<file path="src/rtl/spi_master_pkg.sv">
// Shared types and constants for the MMIO SPI master: engine states,
// TX FIFO entry layout and the per-transfer bit count.
package spi_master_pkg;

  localparam int BITS_PER_XFER = 8;

  typedef enum logic [2:0] {
    IDLE,
    SETUP,
    LOW,
    HIGH,
    NEXT
  } spi_state_e;

  typedef struct packed {
    logic       ignore;
    logic [7:0] data;
  } tx_entry_t;

endpackage

</file>
<file path="src/rtl/spi_sync_fifo.sv">
// Single-clock FIFO with a combinational head. Pointers carry an extra wrap
// bit so full and empty are distinguished without a separate counter.
module spi_sync_fifo #(
  parameter int WIDTH = 8,
  parameter int DEPTH = 8
) (
  input  logic             clk,
  input  logic             rst,
  input  logic             push,
  input  logic             pop,
  input  logic [WIDTH-1:0] din,
  output logic [WIDTH-1:0] dout,
  output logic             full,
  output logic             empty
);

  localparam int AW = $clog2(DEPTH);

  logic [AW:0]      wr_ptr_q, wr_ptr_d;
  logic [AW:0]      rd_ptr_q, rd_ptr_d;
  logic [WIDTH-1:0] mem_q [DEPTH];
  logic             do_push, do_pop;

  assign empty = (wr_ptr_q == rd_ptr_q);
  assign full  = (wr_ptr_q[AW] != rd_ptr_q[AW]) &&
                 (wr_ptr_q[AW-1:0] == rd_ptr_q[AW-1:0]);
  assign dout  = mem_q[rd_ptr_q[AW-1:0]];

  // A push into a full FIFO is accepted only when the head leaves in the same cycle.
  always_comb begin
    do_pop   = pop && !empty;
    do_push  = push && (!full || do_pop);
    wr_ptr_d = wr_ptr_q;
    rd_ptr_d = rd_ptr_q;
    if (do_push) wr_ptr_d = wr_ptr_q + 1'b1;
    if (do_pop)  rd_ptr_d = rd_ptr_q + 1'b1;
  end

  always_ff @(posedge clk) begin
    if (rst) begin
      wr_ptr_q <= '0;
      rd_ptr_q <= '0;
    end else begin
      wr_ptr_q <= wr_ptr_d;
      rd_ptr_q <= rd_ptr_d;
    end
  end

  always_ff @(posedge clk) begin
    if (do_push) mem_q[wr_ptr_q[AW-1:0]] <= din;
  end

endmodule

</file>
<file path="src/rtl/spi_master_mmio.sv">
// MMIO SPI master (mode 0, MSB first) with TX/RX byte FIFOs.
// Define SPI_RX_OVERFLOW_EN to add the sticky spi_rx_ovf status flag.
module spi_master_mmio
  import spi_master_pkg::*;
#(
  parameter int FIFO_DEPTH = 8,
  parameter int CLK_DIV    = 4
) (
  input  logic       clk,
  input  logic       rst,
  input  logic       spi_wr,
  input  logic       spi_rd,
  input  logic       spi_addr,
  input  logic [7:0] spi_din,
  input  logic       spi_ignore_response,
  output logic [7:0] spi_dout,
  output logic       spi_buffer_full,
  output logic       spi_buffer_empty,
  output logic       spi_data_avail,
  output logic       sck,
  output logic       mosi,
  input  logic       miso,
  output logic       cs_n
`ifdef SPI_RX_OVERFLOW_EN
  ,
  output logic       spi_rx_ovf
`endif
);

  localparam int DW = (CLK_DIV > 1) ? $clog2(CLK_DIV) : 1;
  localparam logic [DW-1:0] DIV_LAST = DW'(CLK_DIV - 1);
  localparam logic [2:0]    BIT_LAST = 3'(BITS_PER_XFER - 1);

  spi_state_e    state_q, state_d;
  logic [DW-1:0] div_cnt_q, div_cnt_d;
  logic [2:0]    bit_cnt_q, bit_cnt_d;
  logic [7:0]    shift_q, shift_d;
  logic [7:0]    rx_shift_q, rx_shift_d;
  logic          ignore_q, ignore_d;
  logic          sck_q, sck_d;
  logic          mosi_q, mosi_d;
  logic          cs_n_q, cs_n_d;
  logic          div_done;

  tx_entry_t tx_din, tx_head;
  logic      tx_push, tx_pop, tx_full, tx_empty;
  logic [7:0] rx_head;
  logic       rx_push, rx_pop, rx_full, rx_empty, rx_keep;

  assign tx_din  = '{ignore: spi_ignore_response, data: spi_din};
  assign tx_push = spi_wr && !tx_full;
  assign rx_pop  = spi_rd && !spi_addr && !rx_empty;

  spi_sync_fifo #(.WIDTH($bits(tx_entry_t)), .DEPTH(FIFO_DEPTH)) u_tx_fifo (
    .clk   (clk),
    .rst   (rst),
    .push  (tx_push),
    .pop   (tx_pop),
    .din   (tx_din),
    .dout  (tx_head),
    .full  (tx_full),
    .empty (tx_empty)
  );

  spi_sync_fifo #(.WIDTH(8), .DEPTH(FIFO_DEPTH)) u_rx_fifo (
    .clk   (clk),
    .rst   (rst),
    .push  (rx_push),
    .pop   (rx_pop),
    .din   (rx_shift_q),
    .dout  (rx_head),
    .full  (rx_full),
    .empty (rx_empty)
  );

  always_comb begin
    state_d    = state_q;
    div_cnt_d  = div_cnt_q + 1'b1;
    bit_cnt_d  = bit_cnt_q;
    shift_d    = shift_q;
    rx_shift_d = rx_shift_q;
    ignore_d   = ignore_q;
    sck_d      = sck_q;
    mosi_d     = mosi_q;
    cs_n_d     = cs_n_q;
    tx_pop     = 1'b0;
    rx_keep    = 1'b0;
    div_done   = (div_cnt_q == DIV_LAST);

    case (state_q)
      IDLE: begin
        div_cnt_d = '0;
        tx_pop    = !tx_empty;
      end
      SETUP, LOW: begin
        if (div_done) begin
          div_cnt_d = '0;
          sck_d     = 1'b1;
          state_d   = HIGH;
        end
      end
      HIGH: begin
        if (div_cnt_q == '0) rx_shift_d = {rx_shift_q[6:0], miso};
        if (div_done) begin
          div_cnt_d = '0;
          sck_d     = 1'b0;
          if (bit_cnt_q == BIT_LAST) begin
            state_d = NEXT;
          end else begin
            bit_cnt_d = bit_cnt_q + 3'd1;
            shift_d   = {shift_q[6:0], 1'b0};
            mosi_d    = shift_q[6];
            state_d   = LOW;
          end
        end
      end
      NEXT: begin
        div_cnt_d = '0;
        rx_keep   = !ignore_q;
        tx_pop    = !tx_empty;
        if (tx_empty) begin
          cs_n_d  = 1'b1;
          state_d = IDLE;
        end
      end
      default: state_d = IDLE;
    endcase

    // Loading the next entry from IDLE or NEXT; from NEXT cs_n simply stays low.
    if (tx_pop) begin
      shift_d   = tx_head.data;
      ignore_d  = tx_head.ignore;
      mosi_d    = tx_head.data[7];
      cs_n_d    = 1'b0;
      bit_cnt_d = '0;
      state_d   = SETUP;
    end
  end

  assign rx_push = rx_keep && (!rx_full || rx_pop);

  always_ff @(posedge clk) begin
    if (rst) begin
      state_q    <= IDLE;
      div_cnt_q  <= '0;
      bit_cnt_q  <= '0;
      shift_q    <= '0;
      rx_shift_q <= '0;
      ignore_q   <= 1'b0;
      sck_q      <= 1'b0;
      mosi_q     <= 1'b0;
      cs_n_q     <= 1'b1;
    end else begin
      state_q    <= state_d;
      div_cnt_q  <= div_cnt_d;
      bit_cnt_q  <= bit_cnt_d;
      shift_q    <= shift_d;
      rx_shift_q <= rx_shift_d;
      ignore_q   <= ignore_d;
      sck_q      <= sck_d;
      mosi_q     <= mosi_d;
      cs_n_q     <= cs_n_d;
    end
  end

  assign spi_dout         = rx_empty ? 8'h00 : rx_head;
  assign spi_buffer_full  = tx_full;
  assign spi_buffer_empty = tx_empty && (state_q == IDLE);
  assign spi_data_avail   = !rx_empty;
  assign sck              = sck_q;
  assign mosi             = mosi_q;
  assign cs_n             = cs_n_q;

`ifdef SPI_RX_OVERFLOW_EN
  logic rx_ovf_q, rx_ovf_d;
  logic rx_drop;

  // Set beats clear when a drop and a status read coincide.
  always_comb begin
    rx_drop  = rx_keep && !rx_push;
    rx_ovf_d = rx_ovf_q;
    if (spi_rd && spi_addr) rx_ovf_d = 1'b0;
    if (rx_drop)            rx_ovf_d = 1'b1;
  end

  always_ff @(posedge clk) begin
    if (rst) rx_ovf_q <= 1'b0;
    else     rx_ovf_q <= rx_ovf_d;
  end

  assign spi_rx_ovf = rx_ovf_q;
`else
  // Without the flag a byte arriving at a full RX FIFO is dropped silently.
`endif

endmodule

</file>
<file path="config.mk">
export PLATFORM = sky130hd
export DESIGN_NAME = spi_master_mmio
export DESIGN_NICKNAME = d
export VERILOG_FILES = /design/src/rtl/spi_master_pkg.sv /design/src/rtl/spi_sync_fifo.sv /design/src/rtl/spi_master_mmio.sv
export SDC_FILE = /design/constraint.sdc
export NUM_CORES = 1
export LEC_CHECK = 0
export CAP_MARGIN = 20
export CORE_MARGIN = 5
export CORE_UTILIZATION = 55
export DETAILED_ROUTE_END_ITERATION = 16
export HOLD_SLACK_MARGIN = 0.06
export PLACE_DENSITY = 0.81
export SYNTH_ARGS = -nofsm -noshare
export SYNTH_HDL_FRONTEND = slang
export SYNTH_SLANG_ARGS = --single-unit
</file>
<file path="constraint.sdc">
create_clock -name clk -period 3.5 [get_ports clk]
set_input_delay 0.525 -clock clk [delete_from_list [all_inputs] [get_ports clk]]
set_output_delay 0.525 -clock clk [all_outputs]
set_load 0.03 [all_outputs]
</file>
# After elaboration in Yosys (flattened, before gate mapping)
# Memories as Yosys holds them, arrays and structs flattened. A register that Yosys moved wholly into a read port is not among the register bits.
# Cells that the tools add are included.
[word_totals] reg_bits=43 ram_bits=136 in_bits=15 output_inout_bits=14 wordCells=115 memories=2
[op_classes] add_sub_neg=6 eq_ne=20 mux=33 n_bitwise=2 n_reduce_logical=38
[mem_list] memory="u_tx_fifo.mem_q" words=8 word_bits=9 read_ports=1 rd_clocked_by_memory_dff=1 write_ports=1 line="spi_sync_fifo.sv:21" source="logic [WIDTH-1:0] mem_q [DEPTH];"
[mem_list] memory="u_rx_fifo.mem_q" words=8 word_bits=8 read_ports=1 rd_clocked_by_memory_dff=1 write_ports=1 line="spi_sync_fifo.sv:21"
[ops] cell="7-bit 2-to-1 mux" count=4
[ops] cell="3-bit 2-to-1 mux" count=8
[ops] cell="4-bit by 1-bit adder with 4-bit output (second input constant)" count=4
[ops] cell="1-bit 2-to-1 mux" count=16
[ops] cell="3-bit case mux with 4 select lines" count=1
[ops] cell="1-bit logical AND" count=11
[ops] cell="2-bit nonzero test" count=5
[ops] cell="3-bit by 2-bit != test with 1-bit output (second input constant)" count=3
[ops] cell="3-bit AND reduction" count=3
[ops] cell="4-bit == test" count=2
[ops] cell="8-bit 2-to-1 mux" count=1
[ops] cell="4-bit AND reduction" count=2
[ops] cell="3-bit by 2-bit == test with 1-bit output (second input constant)" count=2
[ops] cell="3-bit == test" count=2
[ops] cell="3-bit == test (second input constant)" count=2
[ops] cell="1-bit logical NOT" count=6
[ops] cell="2-bit != test (second input constant)" count=3
[ops] cell="2-bit OR reduction" count=3
[ops] cell="2-bit by 1-bit != test with 1-bit output (second input constant)" count=2
[ops] cell="2-bit case mux with 2 select lines" count=1
[ops] cell="2-bit AND reduction" count=2
[ops] cell="3-bit by 1-bit adder with 3-bit output (second input constant)" count=1
[ops] cell="3-bit by 1-bit == test with 1-bit output (second input constant)" count=1
[ops] cell="3-bit logical NOT" count=1
[ops] cell="9 further kinds" count=13

# Logic depth before layout (Yosys ltp)
# Gate-level depths: netlist of the first run.
[logic_depth] ltp_word=8 mapped_depth=6

# By module
# Synthesis of the first run repeated with hierarchy kept, for this count alone.
[hier_totals] hier_cells=490 hier_area_um2=7613.6
[modules_own_cells] mod="spi_sync_fifo at u_tx_fifo" n_inst=1 cells_each=175 area_each_um2=3315.7
[modules_own_cells] mod="spi_sync_fifo at u_rx_fifo" n_inst=1 cells_each=164 area_each_um2=3016.6
[modules_own_cells] mod="spi_master_mmio" n_inst=1 cells_each=151 area_each_um2=1281.2

# Worst setup path after synthesis of the first run
# Ideal clock, no wire load.
[synth_path] kind="register to output" start="register u_tx_fifo.wr_ptr_q[1]" end="output port spi_buffer_empty" arrival_ns=1.967 required_time_ns=2.975 path_slack_ns=1.008 path_stages_with_launch=4 path_buffers=0 cell_sequence="dfxtp_1 > xor2_2 > or3_1 > nor4_1"
[synth_between] elab_chain_cells=2
[synth_rtl] item="start, declared" line="spi_sync_fifo.sv:19" source="logic [AW:0] wr_ptr_q, wr_ptr_d;"
[synth_rtl] item="start signal, assigned" line="spi_sync_fifo.sv:44" source="wr_ptr_q <= wr_ptr_d;"
[synth_rtl] item="4-bit == test" line="spi_sync_fifo.sv:24" source="assign empty = (wr_ptr_q == rd_ptr_q);"
[synth_rtl] item="1-bit logical AND" line="spi_master_mmio.sv:168" source="assign spi_buffer_empty = tx_empty && (state_q == IDLE);"
[synth_rtl] item="end, declared" line="spi_master_mmio.sv:18" source="output logic spi_buffer_empty,"
# No other way between the ends.

# Worst setup path in the final report of the first run
# Ends and elaborated chain as after synthesis.

==> key figures, run 1 <==
CTS
  • Clock Latency Late Sink: roughly 0.43 ns
  • CTS resizes: 0
  • # hold bufs at CTS: 0
  • H-tree depth: 4
  • TritonCTS clock tree: done
  • Setup bufs post-CTS: 0
  • Cts bufs inserted: 17
  • Max Root-Sink Buffers: 2
  • Clock-pin slew on the worst setup and hold paths: 0.06 ns
  • Clock root cell: clkbuf_16
  • Num Clock Sinks: around 190

STA
  • Final setup vio count: 0
  • Peak Freq: 325.8 MHz
  • RSZ-0062 raised after global routing: false
  • Minimum clock period after layout: between 3 and 4 ns
  • Slew @ Worst Pin: between 1 and 1.5 ns
  • Skew final: 0.01338 ns
  • Tcrit/Tclk final: 0.8770
  • Relative slew slack: 0.3098
  • Total negative setup slack: 0 ns
  • Hold violation count in the final report: 0
  • Final Max Slew Viols: 0
  • Hold slack: 0.4621 ns

Yosys
  • Synth cell types: 52
  • Synth warn: 0
  • EDFF count, synth: roughly 140
  • Ys async rst share: 0
  • Mapped Nets: just under 500
  • Post-synthesis sequential area ratio: 0.6799
  • Post-synthesis cell area: 7450 sq um
  • Number of synthesized register bits: roughly 190
  • Avg Cell Area, Syn: ~16 sq um
  • Mapped Cells: between 400 and 500
  • Synth Flop Type: edfxtp_1

Floorplanning
  • Die area: ~16000 sq um
  • Rows: 42
  • I/O pin cnt: 29
  • Core area: 13240 sq um
  • Starting density of the core: 0.5625
  • Die width: roughly 130 microns
  • Die height: around 130 microns

GRT
  • GRT overflow: 0
  • Total GRT Usage: 0.1726
  • Antenna violations before repair: 0
  • Vias in the first global route: ~4100
  • First-pass GRT wire length: roughly 21000 microns
  • Pin count of the biggest net entering global routing: 49

Worst setup path
  • Setup crit end kind: output port
  • WP data arrival: ~2.5 ns
  • CP Launch Type: register
  • Worst R2R Path Depth: 3
  • Critical path peak fanout: 8
  • Kind of critical path: reg -> out
  • Worst Path Required: just under 3 ns

Route
  • Via count: between 3000 and 4000
  • Mean routed wirelength per cell: about 18 microns
  • Drt total wl: ~13000 microns
  • Final ANT Viol Nets: 0
  • DRC viols: 0
  • DR iter-0 viols: 309
  • First drt pass iteration count: 4
  • Vias/cell: ~5.7

Power and ir drop
  • P_sw: ~1100 uW
  • Comb pwr share: 0.125
  • Clk pwr share: 0.363
  • Leakage: roughly 0.0028 uW
  • Peak supply drop: 0.4805 mV
  • Sw Share: 0.2311
  • Design Power: a little under 5000 uW
  • Pwr dens: 583.6 nW/um^2
  • Internal: between 3000 and 4000 uW
  • Sequential share of power: 0.512

Final layout
  • Final core occ: 0.6437
  • Final nets: 534
  • Diode count: 0
  • Area added between synthesis and finish: 14.43%
  • Layout cells sized above 1: 0.1832
  • Final std cells w/o fill: 700

Min path
  • Hold path depth: 2
  • Class of the worst hold path: reg -> reg

Placed design
  • I/O Buffers: 28
  • Placer Congestion: 0.8055
  • Hpwl dp: around 8400 microns
  • Placed cell count: between 600 and 700

Run status
  • Status: completed

Job
  • Maxcap violations: 0
[metal layers]
layer | track usage | wire length, microns | vias to the layer above
met3 | 0.04624 | 461 | 16
met1 | 0.2110 | 5338 | 2012
met4 | 0.06940 | 199 | 0
met5 | 0 | 0 | -
li1 | - | - | 1893
met2 | 0.2930 | 6810 | 64
[per-stage QoR]
stage | worst slack (ns) | instance area [sq um]
after global routing | 0.2635 | 8524
after detailed placement | 0.6515 | 7953
after CTS | 0.4013 | 8514
after global placement | 0.7742 | 7953
final | 0.4306 | 8524
after floorplan | 1.008 | 7450
[cells in the mapped netlist (all sizes together) (2+ instances only)]
| cell | number | area (sq um) |
|---|---|---|
| a211oi | 3 | 22.52 |
| nor2b | 7 | 43.79 |
| clkbuf | 14 | 53.80 |
| xor2 | 10 | 95.10 |
| o2bb2a | 4 | 40.04 |
| mux4 | 34 | 765.7 |
| a311oi | 3 | 45.04 |
| or3 | 7 | 43.79 |
| nor3 | 8 | 40.04 |
| nand3 | 7 | 35.03 |
| xnor2 | 2 | 17.52 |
| nor2 | 25 | 93.84 |
| or2 | 4 | 25.02 |
| nor4 | 6 | 43.79 |
| dfxtp | 49 | 980.9 |
| edfxtp | 136 | 4084 |
| inv | 9 | 33.78 |
| mux2 | 3 | 33.78 |
| mux2i | 16 | 160.2 |
| nand2b | 8 | 50.05 |
| a21oi | 28 | 140.1 |
| nor4b | 4 | 41.29 |
| buf | 13 | 73.82 |
| nor3b | 2 | 15.01 |
| nand2 | 33 | 123.9 |
| a21o | 2 | 15.01 |
| nand4b | 2 | 17.52 |
| o21ai | 8 | 40.04 |
| ha | 8 | 100.1 |
| o41ai | 2 | 55.05 |
[critical path, cell delays in order (launching register included)]
cell,delay [ns]
dfxtp_1,0.51
xor2_2,0.19
or3_1,0.43
nor4_1,0.26
clkdlybuf4s50_1,0.72
[registers in the layout, indices dropped and copies added (netlist names), named ones only]
| register | count |
|---|---|
| u_tx_fifo.rd_ptr_q | 4 |
| sck | 1 |
| u_tx_fifo.wr_ptr_q | 4 |
| ignore_q | 1 |
| cs_n | 1 |
| shift_q | 7 |
| u_rx_fifo.mem_q | 64 |
| bit_cnt_q | 3 |
| state_q | 3 |
| div_cnt_q | 2 |
| mosi | 1 |
| u_rx_fifo.rd_ptr_q | 4 |
| u_tx_fifo.mem_q | 72 |
| u_rx_fifo.wr_ptr_q | 4 |
| rx_shift_q | 8 |
[cells by family after synthesis]
group / synth area share
flip-flops: 0.6799
AND/OR/NAND/NOR: 0.08566
AO/OA/AOI/OAI: 0.05542
multiplexers: 0.1288
buffers and inverters: 0.02167
XOR/XNOR: 0.01512
adder cells (fa/ha/maj): 0.01344
[power by group through the flow]
stage / logic (uW) / clock network [uW] / registers (uW)
5_1_grt: 674 / 1950 / 2570
4_1_cts: 623 / 1850 / 2550
3_3_place_gp: 603 / 0 / 2590
3_5_place_dp: 616 / 0 / 2600
2_1_floorplan: 516 / 0 / 2540
6_report: 620 / 1810 / 2550
[final timing paths]
kind	end	slack, ns	start
max reg2reg	u_rx_fifo.mem_q[6][7]	0.98	state_q[2]
max	spi_buffer_empty	0.43	u_tx_fifo.wr_ptr_q[1]
min	shift_q[3]	0.46	shift_q[3]
min reg2reg	shift_q[3]	0.46	shift_q[3]
[placed cells by master, fill, tap and decap left out, types with 4 or more instances in the layout]
master           instances
edfxtp_1               136
dfxtp_1                 49
mux4_2                  34
nand2_1                 33
a21oi_1                 28
clkdlybuf4s50_1         27
nor2_1                  25
clkbuf_16               18
buf_4                   18
mux2i_1                 16
inv_1                    9
xor2_1                   9
nand2b_1                 8
nor3_1                   8
ha_1                     8
clkbuf_1                 8
or3_1                    7
nor2b_1                  7
nand3_1                  7
o21ai_0                  6
nor4_1                   5
or2_2                    4
o2bb2a_1                 4
[final cells by class]
| cell class | count | area, sq um |
|---|---|---|
| flip-flops and latches | 185 | 5065 |
| inverters | 9 | 33.78 |
| clock inverters | 3 | 40.04 |
| fillers | 926 | 4718 |
| well taps | 176 | 220.2 |
| repair buffers | 48 | 420.4 |
| clock buffers | 29 | 521.8 |
| multi-input cells | 250 | 2223 |
(Power assumes the default switching activity.)
==> run 2, diff against run 1 <==
- PLACE_DENSITY: 0.81 -> not set
- PLACE_DENSITY_LB_ADDON: not set -> 0.1
==> run 2 against run 1 <==
Critical path depth up 1. Combinational power up 0.6%. Total power up 3.5%. Count of clock-buffer cells in the layout down 12. Sequential cell count unchanged. Cell count up 0.43%. Via count down 1.7%. Non-clock buffer count up 3. Routed wire length up 0.45%. Largest cell class unchanged. Highest routed layer unchanged.
==> key figures, run 2 (synthesis gave the netlist of run 1 again) <==
Final layout
  • Commonest non-fill, non-tap cell in the layout: edfxtp_1
  • Area added between synthesis and finish: 15.62%
  • Diode count: 0 (unchanged)
  • Final std cells w/o fill: 703 (+0.43%)
  • Final nets: 537 (+0.56%)
  • Layout cells sized above 1: 0.1992 (+0.01603)
  • Most frequent cells in the layout: edfxtp_1 (136), dfxtp_1 (49), mux4_2 (34)
  • Flip-flop count of the largest register after layout: 72 (unchanged)
  • Layout fillers: 983 (+6.2%)

Floorplanning
  • I/O pin cnt: 29 (unchanged)
  • Die height: 126.4 microns (unchanged)
  • Rows: 42 (unchanged)
  • Starting density of the core: 0.5625 (unchanged)
  • Die area: 15970 sq um (unchanged)
  • Core area: 13240 sq um (unchanged)
  • Die width: 126.4 microns (unchanged)

CTS
  • Max Root-Sink Buffers: 2 (unchanged)
  • Clock Latency Late Sink: 0.43 ns (about the same)
  • H-tree depth: 4 (unchanged)
  • CTS resizes: 0 (unchanged)
  • Cts bufs inserted: 17 (unchanged)
  • Clock root cell: clkbuf_16
  • Num Clock Sinks: 185 (unchanged)
  • Setup bufs post-CTS: 0 (unchanged)
  • TritonCTS clock tree: done
  • Clock-pin slew on the worst setup and hold paths: 0.06 ns (about the same)
  • # hold bufs at CTS: 0 (unchanged)

Worst setup path
  • Critical path's top delay family: buffers and inverters
  • CP Launch Type: register
  • Bufs and invs on worst path: 2 (+1)
  • Critical path peak fanout: 11 (+3)
  • Kind of critical path: reg -> out
  • Worst R2R Start: state_q[2]
  • CP max stage delay: 0.69 ns (-0.03 ns)
  • CP max-delay cell: nor4_2
  • WP data arrival: 2.76 ns (+0.22 ns)
  • Worst R2R Path Depth: 4 (+1)
  • Setup crit end kind: output port
  • Worst Path Required: 2.97 ns (about the same)
  • Levels on crit path: 5 (+1)
  • Source of the critical timing path: u_rx_fifo.wr_ptr_q[1]
  • CP cell instances: xor2_1 > nor4_2 > buf_4 > nor2_1 > clkdlybuf4s50_1

STA
  • Final setup vio count: 0 (unchanged)
  • Final worst slack: 0.2122 ns (-0.2184 ns)
  • Hold violation count in the final report: 0 (unchanged)
  • Minimum clock period after layout: 3.288 ns (+0.2184 ns)
  • Peak Freq: 304.2 MHz (-6.6%)
  • Final Max Slew Viols: 0 (unchanged)
  • Slew @ Worst Pin: 0.8332 ns (-0.1943 ns)
  • Total negative setup slack: 0 ns (unchanged)
  • Tcrit/Tclk final: 0.9394 (+0.06239)
  • RSZ-0062 raised after global routing: false
  • Skew final: 0.006843 ns (-0.006537 ns)
  • Relative slew slack: 0.4438 (+0.1340)

Min path
  • Class of the worst hold path: reg -> reg
  • Worst Hold Launch: shift_q[3]
  • Hold path depth: 2 (unchanged)

GRT
  • Pin count of the biggest net entering global routing: 36 (-27%)
  • Vias in the first global route: 4145 (+1.3%)
  • Total GRT Usage: 0.1742 (+0.001597)
  • GRT overflow: 0 (unchanged)
  • Antenna violations before repair: 0 (unchanged)
  • First-pass GRT wire length: 21330 microns (+0.39%)

Power and ir drop
  • Leakage: 0.002840 uW (+1.2%)
  • Peak supply drop: 0.3911 mV (-19%)
  • Pwr dens: 597.9 nW/um^2 (+2.5%)
  • Design Power: 5150 uW (+3.5%)

Route
  • DR iter-0 viols: 219 (-29%)
  • Final ANT Viol Nets: 0 (unchanged)
  • Drt total wl: 12870 microns (+0.45%)
  • Mean routed wirelength per cell: 18.30 microns (about the same)
  • Via count: 3917 (-1.7%)
  • First drt pass iteration count: 4 (unchanged)
  • DRC viols: 0 (unchanged)
  • Vias/cell: 5.572 (-2.1%)

Job
  • Maxcap violations: 0 (unchanged)

Run status
  • Status: completed

Placed design
  • Setup WS pre-CTS: 0.6603 ns (+0.008773 ns)
  • Placed cell count: 671 (+0.75%)
  • Placer Congestion: 0.7640 (-5.2%)
  • Hpwl dp: 8548 microns (+1.2%)
  • I/O Buffers: 28 (unchanged)
run 2: cell types whose count changed in the layout (fill, tap and decap cells not counted):
cell,previous run,this run
clkinvlp_4,0,4
clkinv_2,2,1
buf_2,3,1
clkbuf_16,18,17
inv_6,0,4
clkbuf_1,8,0
bufinv_16,1,4
buf_4,18,23
clkinv_1,0,2
clkbuf_8,3,0
run 2: layout make-up:
class	instances	area, sq um	share of cell area
Clock buffer	17	425.4	0.04939
Clock inverter	15	197.7	0.02295
Inverter	9	33.78	0.003922
Multi-Input combinational cell	250	2223	0.2581
Sequential cell	185	5065	0.5880
Tap cell	176	220.2	0.02557
Timing Repair Buffer	51	447.9	0.05200
run 2: power breakdown:
part	total, uW	switching, uW	internal [uW]
registers	2540	107	2430
logic	624	312	313
clock network	1990	789	1200
total	5150	1210	3940
run 2: metal layers:
layer | up-vias | track usage | part of all wire
li1 | 1898 | - | -
met1 | 1944 | 0.2034 | 0.41
met2 | 57 | 0.3110 | 0.55
met3 | 18 | 0.04077 | 0.028
met4 | 0 | 0.06877 | 0.017
met5 | - | 0 | 0
run 2: final timing paths:
| check | to | slack (ns) |
|---|---|---|
| min | shift_q[3] | 0.47 |
| max reg2reg | u_rx_fifo.mem_q[5][0] | 1.26 |
| max | spi_dout[1] | 0.21 |
| min reg2reg | shift_q[3] | 0.47 |
run 2: worst register-to-register path, cell delays in order, from the launching register on:
cell and delay [ns]:
dfxtp_1 0.48, nor4b_2 0.51, o21ai_1 0.32, nor4b_1 0.37, buf_4 0.26
run 2: through the flow:
step / area [sq um] / hold WS (ns) / util
floorplan: 7450 / 0.4321 / -
global placement: 7990 / 0.4450 / 0.6034
detailed placement: 7990 / 0.4580 / 0.6034
CTS: 8613 / 0.4684 / 0.6504
global route: 8613 / 0.4896 / 0.6504
finish: 8613 / 0.4664 / 0.6504
